<file path="config.mk">
export PLATFORM = sky130hd
export DESIGN_NAME = n101_uartrx_cfg_flat
export DESIGN_NICKNAME = d
export VERILOG_FILES = /design/src/rtl/n101_uartrx_cfg_if.sv /design/src/rtl/n101_uartrx_cfg.sv /design/src/flat_wrapper.sv
export SDC_FILE = /design/constraint.sdc
export NUM_CORES = 1
export LEC_CHECK = 0
export ABC_AREA = 1
export BUFFER_PORTS_ARGS = -buffer_cell sky130_fd_sc_hd__buf_2
export CAP_MARGIN = 25
export CORE_ASPECT_RATIO = 0.6
export CORE_MARGIN = 2
export CORE_UTILIZATION = 50
export DETAILED_ROUTE_END_ITERATION = 6
export PLACE_DENSITY = 0.7
export SYNTH_ARGS = -nofsm -noshare
export SYNTH_HDL_FRONTEND = slang
export SYNTH_SLANG_ARGS = --single-unit
</file>
<file path="constraint.sdc">
create_clock -name clock -period 1.99 [get_ports clock]
set_input_delay 0.199 -clock clock [delete_from_list [all_inputs] [get_ports clock]]
set_output_delay 0.199 -clock clock [all_outputs]
set_load 0.03 [all_outputs]
</file>
<file path="src/rtl/n101_uartrx_cfg_if.sv">
// Received-character bundle from the n101 UART RX core to its register/FIFO wrapper.
// master = receiver core (producer), slave = wrapper (consumer).
interface n101_uartrx_cfg_if #(
    parameter int unsigned DATA_W = 8
);
    logic              valid;
    logic [DATA_W-1:0] bits;
    logic              frame_err;
    logic              parity_err;
    logic              brk;

    modport master (output valid, bits, frame_err, parity_err, brk);
    modport slave  (input  valid, bits, frame_err, parity_err, brk);
endinterface

</file>
<file path="src/rtl/n101_uartrx_cfg.sv">
// n101 run-time configurable UART receiver: 5..DATA_W data bits, 2-of-3 oversampled vote, 1/2 stop bits.
// Parity (PARITY state, parity_err, parity term of break) exists only when N101_UARTRX_PARITY_EN is defined.
module n101_uartrx_cfg #(
    parameter int unsigned DATA_W   = 8,
    parameter int unsigned OVS_LOG2 = 4,
    parameter int unsigned DIV_W    = 16
) (
    input  logic              clock,
    input  logic              reset,
    input  logic              io_en,
    input  logic              io_in,
    input  logic [DIV_W-1:0]  io_div,
    input  logic [3:0]        io_nbits,
    input  logic              io_stop2,
    input  logic [1:0]        io_parity,
    n101_uartrx_cfg_if.master io_out
);
    localparam int unsigned         PW     = DIV_W - OVS_LOG2;
    localparam int unsigned         OVS    = 1 << OVS_LOG2;
    localparam logic [OVS_LOG2-1:0] T_HALF = OVS_LOG2'(OVS / 2);
    localparam logic [OVS_LOG2-1:0] T_FULL = OVS_LOG2'(OVS - 1);
    localparam logic [3:0]          NB_MAX = 4'(DATA_W);

    typedef enum logic [2:0] {
        S_IDLE, S_START, S_DATA, S_PARITY, S_STOP1, S_STOP2
    } state_e;

    state_e              state_q, state_d;
    logic [PW-1:0]       presc_q, presc_d;
    logic [OVS_LOG2-1:0] timer_q, timer_d;
    logic [2:0]          samp_q, samp_d;
    logic [1:0]          deb_q, deb_d;
    logic                hold_q, hold_d;
    logic [3:0]          cnt_q, cnt_d;
    logic [DATA_W-1:0]   sh_q, sh_d;
    logic                ferr_q, ferr_d;
    logic                perr_q, perr_d;
    logic                pzero_q, pzero_d;
    logic                brk_q, brk_d;
    logic                ovalid_q, ovalid_d;
    logic [DATA_W-1:0]   obits_q, obits_d;
    logic                oferr_q, oferr_d;
    logic                operr_q, operr_d;
    logic                obrk_q, obrk_d;

    logic       busy, tick, expire, start, finish;
    logic       vote, par_en, par_odd;
    logic [3:0] nb;
    logic       div_unused;

    assign div_unused = ^io_div[OVS_LOG2-1:0];
    assign vote = (samp_q[0] & samp_q[1]) | (samp_q[0] & samp_q[2]) | (samp_q[1] & samp_q[2]);
    assign nb   = (io_nbits < 4'd5 || io_nbits > NB_MAX) ? NB_MAX : io_nbits;

`ifdef N101_UARTRX_PARITY_EN
    assign par_en  = (io_parity == 2'd1) || (io_parity == 2'd2);
    assign par_odd = (io_parity == 2'd2);
`else
    logic parity_unused;
    assign parity_unused = ^io_parity;
    assign par_en  = 1'b0;
    assign par_odd = 1'b0;
`endif

    always_ff @(posedge clock) begin
        if (reset) begin
            state_q  <= S_IDLE;
            presc_q  <= '0;
            timer_q  <= '0;
            samp_q   <= '0;
            deb_q    <= '0;
            hold_q   <= 1'b0;
            cnt_q    <= '0;
            sh_q     <= '0;
            ferr_q   <= 1'b0;
            perr_q   <= 1'b0;
            pzero_q  <= 1'b0;
            brk_q    <= 1'b0;
            ovalid_q <= 1'b0;
            obits_q  <= '0;
            oferr_q  <= 1'b0;
            operr_q  <= 1'b0;
            obrk_q   <= 1'b0;
        end else begin
            state_q  <= state_d;
            presc_q  <= presc_d;
            timer_q  <= timer_d;
            samp_q   <= samp_d;
            deb_q    <= deb_d;
            hold_q   <= hold_d;
            cnt_q    <= cnt_d;
            sh_q     <= sh_d;
            ferr_q   <= ferr_d;
            perr_q   <= perr_d;
            pzero_q  <= pzero_d;
            brk_q    <= brk_d;
            ovalid_q <= ovalid_d;
            obits_q  <= obits_d;
            oferr_q  <= oferr_d;
            operr_q  <= operr_d;
            obrk_q   <= obrk_d;
        end
    end

    always_comb begin
        state_d = state_q;
        unique case (state_q)
            S_IDLE:   if (start)  state_d = S_START;
            S_START:  if (expire) state_d = vote ? S_IDLE : S_DATA;
            S_DATA:   if (expire && cnt_q <= 4'd1) state_d = par_en ? S_PARITY : S_STOP1;
            S_PARITY: if (expire) state_d = S_STOP1;
            S_STOP1:  if (expire) state_d = io_stop2 ? S_STOP2 : S_IDLE;
            S_STOP2:  if (expire) state_d = S_IDLE;
            default:  state_d = S_IDLE;
        endcase
        if (!io_en) state_d = S_IDLE;
    end

    always_comb begin
        busy   = (state_q != S_IDLE);
        tick   = busy && (presc_q == '0);
        expire = tick && (timer_q == '0);
        start  = io_en && (state_q == S_IDLE) && !hold_q && !io_in && (deb_q == 2'd3);
        finish = io_en && expire && (((state_q == S_STOP1) && !io_stop2) || (state_q == S_STOP2));
    end

    always_comb begin
        presc_d  = presc_q;
        timer_d  = timer_q;
        samp_d   = samp_q;
        deb_d    = deb_q;
        hold_d   = hold_q;
        cnt_d    = cnt_q;
        sh_d     = sh_q;
        ferr_d   = ferr_q;
        perr_d   = perr_q;
        pzero_d  = pzero_q;
        brk_d    = brk_q;
        ovalid_d = finish;
        obits_d  = obits_q;
        oferr_d  = oferr_q;
        operr_d  = operr_q;
        obrk_d   = obrk_q;

        if (start || tick) presc_d = io_div[DIV_W-1:OVS_LOG2];
        else if (busy)     presc_d = presc_q - PW'(1);

        if (start)       timer_d = T_HALF;
        else if (expire) timer_d = T_FULL;
        else if (tick)   timer_d = timer_q - OVS_LOG2'(1);

        if (tick) samp_d = {samp_q[1:0], io_in};

        // After a frame ends the line must be seen high before the debounce may count,
        // so a held break line yields exactly one character.
        if (state_q == S_IDLE) begin
            if (hold_q) begin
                deb_d = '0;
                if (io_in) hold_d = 1'b0;
            end else if (!io_in) begin
                deb_d = (deb_q == 2'd3) ? 2'd0 : deb_q + 2'd1;
            end else if (deb_q != 2'd0) begin
                deb_d = deb_q - 2'd1;
            end
        end
        if (finish) hold_d = 1'b1;
        if (!io_en) deb_d = '0;

        if (expire) begin
            unique case (state_q)
                S_START: if (!vote) begin
                    cnt_d   = nb;
                    sh_d    = '0;
                    ferr_d  = 1'b0;
                    perr_d  = 1'b0;
                    pzero_d = 1'b1;
                    brk_d   = 1'b0;
                end
                S_DATA: begin
                    sh_d = sh_q >> 1;
                    for (int unsigned i = 0; i < DATA_W; i++) begin
                        if (i == 32'(nb) - 32'd1) sh_d[i] = vote;
                    end
                    cnt_d = cnt_q - 4'd1;
                end
                S_PARITY: begin
                    perr_d  = ((^sh_q) ^ vote) != par_odd;
                    pzero_d = !vote;
                end
                S_STOP1: begin
                    ferr_d = ferr_q | !vote;
                    brk_d  = (sh_q == '0) && pzero_q && !vote;
                end
                S_STOP2: ferr_d = ferr_q | !vote;
                default: ;
            endcase
        end

        if (finish) begin
            obits_d = sh_q;
            oferr_d = ferr_d;
            operr_d = perr_q;
            obrk_d  = brk_d;
        end
    end

    assign io_out.valid      = ovalid_q;
    assign io_out.bits       = obits_q;
    assign io_out.frame_err  = oferr_q;
    assign io_out.parity_err = operr_q;
    assign io_out.brk        = obrk_q;
endmodule

</file>
<file path="src/flat_wrapper.sv">
// flat-port wrapper written by rule: the top's interface ports become plain ports
module n101_uartrx_cfg_flat 
#(
    parameter int unsigned DATA_W   = 8,
    parameter int unsigned OVS_LOG2 = 4,
    parameter int unsigned DIV_W    = 16
)
  (clock, reset, io_en, io_in, io_div, io_nbits, io_stop2, io_parity, io_out_valid, io_out_bits, io_out_frame_err, io_out_parity_err, io_out_brk);
  n101_uartrx_cfg_if #(.DATA_W(DATA_W)) io_out_i ();
  input  logic clock;
  input  logic reset;
  input  logic io_en;
  input  logic io_in;
  input  logic [DIV_W-1:0] io_div;
  input  logic [3:0] io_nbits;
  input  logic io_stop2;
  input  logic [1:0] io_parity;
  output wire logic [$bits(io_out_i.valid)-1:0] io_out_valid;
  output wire logic [$bits(io_out_i.bits)-1:0] io_out_bits;
  output wire logic [$bits(io_out_i.frame_err)-1:0] io_out_frame_err;
  output wire logic [$bits(io_out_i.parity_err)-1:0] io_out_parity_err;
  output wire logic [$bits(io_out_i.brk)-1:0] io_out_brk;
  assign io_out_valid = io_out_i.valid;
  assign io_out_bits = io_out_i.bits;
  assign io_out_frame_err = io_out_i.frame_err;
  assign io_out_parity_err = io_out_i.parity_err;
  assign io_out_brk = io_out_i.brk;
  n101_uartrx_cfg #(.DATA_W(DATA_W), .OVS_LOG2(OVS_LOG2), .DIV_W(DIV_W)) u_core (.clock(clock), .reset(reset), .io_en(io_en), .io_in(io_in), .io_div(io_div), .io_nbits(io_nbits), .io_stop2(io_stop2), .io_parity(io_parity), .io_out(io_out_i));
endmodule
</file>
==> flow_metrics.tcl, run 1 <==
set metrics [dict create \
    stdcell_count 606 \
    place_inst 598 \
    cts_buffers 5 \
    drt_iter0_drc 144 \
    ys_seq_area_share_pct 34.5 \
    worst_pin_slew_ns 0.369 \
    cp-end-kind "register" \
    cp_max_fo 9 \
    reg2reg_to "u_core.perr_q" \
    gp_congestion 0.859 \
    hold_buffers 0 \
    diodes 0 \
    ys_warn_count 0 \
    min_from "io_div[7]" \
    syn_area_um2 3080 \
    root_buffer "clkbuf_8" \
    worstPathArrival_ns 1.98 \
    hold_class "input pin to register" \
    post_drt_wl_per_cell_um 11.8 \
    regArea_um2 1060 \
    grt_max_degree 24 \
    tns_ns 0 \
    die_area_um2 6820 \
    fin_nets 559 \
    cts_buffer_depth 2 \
    avgSynthCellArea_um2 6.42 \
    grt.total_usage_pct 22.3 \
    first_pass_iters 5 \
    vias 3002 \
    syn2layout_area_growth_pct 13.8 \
    cts_sinks 53 \
    die_h_um 64.8 \
    viasPerCell 4.95 \
    port_buffers 32 \
    vdd_drop_max_uv 342 \
    slowest_stage "dfxtp_1" \
    cellPowerDensity_nw_per_um2 598 \
    holdPathEnd "u_core.presc_q[3]" \
    yosysUniqueCellTypes 32 \
    r2r-start "u_core.presc_q[0]" \
    layout_commonest_cell "nand2_1" \
    die_w_um 105 \
    clkLatencyLatePin_ns 0.31 \
    finalSetupViolations 0 \
    max_freq_mhz 566 \
    path_clk_slew_ns 0.10 \
    htreeDepth 2 \
    row_count 22 \
    finalCriticalPeriod_ns 1.77 \
    period_share_pct 88.7 \
    core_um2 6030 \
    r2r.worst_path.cells 10 \
    ys_seq_elements 53 \
    fill_cells 571 \
    max_stage_delay_ns 0.34 \
    start_util_pct 51.1 \
    regToRegSetupSlack_ns 0.22 \
    crit_path_frequent_cell "nor2_1" \
    maxCapViolations 0 \
    cts_tree "done" \
    post-route-drc-count 0 \
    final_cell_mix "nand2_1, inv_1, nor2_1, dfxtp_1, nand3_1" \
    finalMaxSlewViolations 0 \
    p_total_mw 2.10 \
    multi_input_area_um2 1680 \
    holdWs_ns 0.177 \
    grt_pass1_wl_um 12200 \
    hpwl_um 5410 \
    grt_antenna_before_repair 0 \
    wl_um 7150 \
    hold_viol 0 \
    top_level_ports 39 \
    hold_depth 5 \
    skew_ns 0.0133 \
    worst_setup_path_start_kind "register" \
    cp.required_ns 2.20 \
    grt.overflow.total 0 \
    ant_nets 0 \
    cp_cell_sequence "inv_1 -> ha_1 -> nand3_1 -> nor2_2 -> nand3_4 -> buf_4 -> nor2_4 -> nand2_1 -> nor2_1 -> nor2_1" \
    outcome "completed" \
    leakagePower_nw 1.69 \
    grt_pass1_vias 2602 \
    path_class "register to register" \
    synthCells 480 \
    syn_nets 518 \
    drive_above_1_share_pct 13.4 \
    max_slew_margin_pct 75.4 \
    rsz0062_at_grt "no" \
]
==> Yosys cell counts <==
cell type	count	area, um^2
buf_4	3	22.5
o22ai_1	1	6.26
xor2_1	5	43.8
inv_1	74	278
nor2_2	6	37.5
ha_1	11	138
dfxtp_1	53	1060
nand2_2	3	18.8
nand3_1	46	230
buf_1	1	3.75
a21oi_1	32	160
nand4_1	1	6.26
a21oi_2	1	8.76
a211oi_1	2	15.0
nor2_1	53	199
o21ai_2	1	8.76
nor3b_1	1	7.51
o21ai_0	35	175
nand3_4	1	17.5
inv_2	2	7.51
o211ai_1	1	7.51
nor2_4	3	33.8
clkbuf_1	3	11.3
nand2_1	122	458
buf_2	3	15.0
o21a_1	1	7.51
xnor2_1	3	26.3
nand3b_1	2	15.0
o21bai_1	3	22.5
nor3_1	5	25.0
nor4_1	1	6.26
a31oi_1	1	6.26
==> registers in the layout, summed over array words and instances, names as in the netlist, 2 cells and up <==
name and flops:
u_core.timer_q 4, u_core.deb_q 2, u_core.presc_q 12, u_core.state_q 3, u_core.samp_q 3, u_core.io_out.bits 8, u_core.cnt_q 4, u_core.sh_q 8
==> where the power goes <==
group,switching (mW),internal [mW],total [mW]
combinational,0.148,0.0934,0.241
clock,0.361,0.410,0.770
sequential,0.0114,1.07,1.08
==> per-layer routing <==
layer	routed length (um)	global-route usage, %	vias to the layer above
met5	0	0	-
met4	36	4.00	0
met3	489	4.43	4
met2	2810	31.9	82
met1	3820	34.3	1319
li1	-	-	1597
==> how the worst max path moves through the flow <==
stage / from / end / cells past startpoint
after global placement: u_core.presc_q[0] / u_core.sh_q[1] / 9
after detailed placement: u_core.presc_q[0] / u_core.sh_q[1] / 9
after CTS: u_core.presc_q[0] / u_core.cnt_q[2] / 9
final: u_core.presc_q[0] / u_core.perr_q / 10
after global routing: u_core.presc_q[0] / u_core.presc_q[9] / 11
after floorplan: u_core.timer_q[0] / u_core.sh_q[2] / 10
==> metrics by stage <==
stage / worst slack (ns) / cell area, um^2 / util, %
floorplan: 0.382 / 3080 / -
global placement: 0.222 / 3380 / 56.1
detailed placement: 0.202 / 3380 / 56.1
CTS: 0.175 / 3500 / 58.1
global route: 0.00911 / 3500 / 58.1
finish: 0.224 / 3500 / 58.1
==> critical path, delay by kind of cell, from the launching register on <==
kind / cells / cell delay [ns]
adder cells (fa/ha/maj): 1 / 0.18
flip-flops: 1 / 0.34
buffers and inverters: 2 / 0.31
AND/OR/NAND/NOR: 7 / 0.84
==> kinds of logic after synthesis <==
kind of cell | Yosys count | synth area share, %
buffers and inverters | 86 | 11.0
and+or+nand+nor | 244 | 34.3
AOI/OAI and AO/OA | 78 | 13.6
xor gates and xnor gates | 8 | 2.28
DFF | 53 | 34.5
adders and majority gates | 11 | 4.47
==> area by class of cell <==
class,instances,share of cell area [%]
timing repair buffer,44,7.14
multi-input combinational,341,48.0
inverter,76,8.14
tap,84,3.00
sequential,53,30.3
clock inverter,2,1.07
clock buffer,6,2.36
==> repair_timing <==
item,in CTS,in global routing
setup endpoints to repair,0,9
hold endpoints to repair,0,0
gates resized for setup,0,1
setup buffers,0,0
(Power assumes the default switching activity.)
==> inputs of run 2 (changes only) <==
Settings changed: CORE_MARGIN 2 to not set.
==> flow_metrics.tcl, run 2 (same netlist as run 1, synthesis figures left out) <==
set metrics [dict create \
    holdWs_ns 0.117 \
    r2r-start "u_core.presc_q[0]" \
    cp.required_ns 2.22 \
    post_drt_wl_per_cell_um 11.7 \
    comb_power_share_pct 12.4 \
    htreeDepth 2 \
    die_area_um2 6490 \
    path_clk_slew_ns 0.10 \
    max_slew_margin_pct 75.2 \
    crit_end "u_core.timer_q[1]" \
    diodes 0 \
    period_share_pct 88.0 \
    port_buffers 32 \
    vdd_drop_max_uv 328 \
    p_clk_share_pct 32.6 \
    finalMaxSlewViolations 0 \
    core_um2 5750 \
    worst_pin_slew_ns 0.372 \
    grt_pass1_vias 2649 \
    top_level_ports 39 \
    finalSetupViolations 0 \
    grt.total_usage_pct 24.0 \
    ant_nets 0 \
    drive_above_1_share_pct 13.4 \
    cellPowerDensity_nw_per_um2 568 \
    hpwl_um 5470 \
    post-route-drc-count 0 \
    max_freq_mhz 571 \
    reg2reg_to "u_core.timer_q[1]" \
    grt_pass1_wl_um 12100 \
    row_count 21 \
    finalCriticalPeriod_ns 1.75 \
    tns_ns 0 \
    hold_class "input pin to register" \
    worst_setup_path_start_kind "register" \
    maxCapViolations 0 \
    viasPerCell 5.02 \
    path_class "register to register" \
    vias 3025 \
    hold_viol 0 \
    skew_ns 0.0114 \
    syn2layout_area_growth_pct 12.8 \
    fin_util_pct 60.4 \
    fin_nets 559 \
    outcome "completed" \
    root_buffer "clkbuf_8" \
    p_int_mw 1.42 \
    fill_cells 544 \
    cp_max_fo 7 \
    grt_max_degree 21 \
    sequentialPowerShare_pct 55.0 \
    hold_buffers 0 \
    regMostFlops "u_core.presc_q" \
    final_cell_mix "nand2_1, inv_1, nor2_1, dfxtp_1, nand3_1" \
    first_pass_iters 5 \
    p_sw_share_pct 27.8 \
    regToRegSetupSlack_ns 0.24 \
    cts_buffer_depth 2 \
    regArea_um2 1060 \
    p_total_mw 1.97 \
    start_util_pct 53.5 \
    drt_iter0_drc 212 \
    cts_tree "done" \
    gp_congestion 0.893 \
    min_from "reset" \
    grt.overflow.total 0 \
    grt_antenna_before_repair 0 \
    cts_sinks 53 \
    leakagePower_nw 1.67 \
    wl_um 7050 \
    cp-end-kind "register" \
    clkLatencyLatePin_ns 0.32 \
    p_sw_mw 0.548 \
    rsz0062_at_grt "no" \
    multi_input_area_um2 1680 \
    worstPathArrival_ns 1.98 \
    r2r.worst_path.cells 9 \
    crit_path_start "u_core.presc_q[0]" \
    layout_commonest_cell "nand2_1" \
    die_h_um 62.8 \
    cts_buffers 5 \
    die_w_um 103 \
    largest_reg_flops 12 \
]
run 2: cell count changes in the layout (fill, tap and decap cells not counted), sizes merged:
| cell | delta |
|---|---|
| bufinv | -1 |
| clkbuf | -1 |
| clkinvlp | +1 |
| inv | +1 |
run 2: worst min path at each step:
stage	to	cells after the start
finish	u_core.sh_q[0]	2
global route	u_core.sh_q[0]	2
CTS	u_core.sh_q[0]	2
detailed placement	u_core.sh_q[0]	2
global placement	u_core.pzero_q	2
floorplan	u_core.io_out.valid	2
run 2: per-layer routing:
metal,part of all wire (%),up-vias,GRT usage (%),wire length [um]
met2,37,75,32.6,2590
met3,5.6,10,4.47,396
met5,0,-,0,0
met4,1.0,0,5.81,74
li1,-,1600,-,-
met1,57,1340,38.0,3990
run 2: repair_timing:
item,in CTS,in global routing
buffers inserted,0,0
gates resized for setup,0,1
setup endpoints to repair,0,2
run 2: final cells by class:
type,count,share of cell area (%)
clock buffer,5,1.98
clock inverter,3,0.756
inverter,76,8.21
multi-input combinational,341,48.4
sequential,53,30.5
tap,80,2.88
timing repair buffer,44,7.20
run 2: through the flow:
stage	std cells	setup slack [ns]	instance area, um^2
global placement	594	0.231	3380
global route	602	0.0326	3470
CTS	602	0.190	3470
detailed placement	594	0.192	3380
floorplan	480	0.382	3080
finish	602	0.239	3470
run 2: power by group through the flow:
stage / logic (mW) / registers (mW) / clock network, mW
4_1_cts: 0.241 / 1.08 / 0.666
3_5_place_dp: 0.240 / 1.11 / 0
2_1_floorplan: 0.171 / 1.11 / 0
5_1_grt: 0.279 / 1.09 / 0.706
3_3_place_gp: 0.234 / 1.11 / 0
6_report: 0.244 / 1.08 / 0.643
run 2: worst max-delay path, stage by stage (launching register included):
cell and delay, ns:
dfxtp_1 0.33, inv_1 0.09, ha_1 0.20, nand3_1 0.10, nor2_2 0.17, nand2_1 0.18
buf_4 0.21, inv_1 0.16, nor2_1 0.06, a211oi_1 0.17
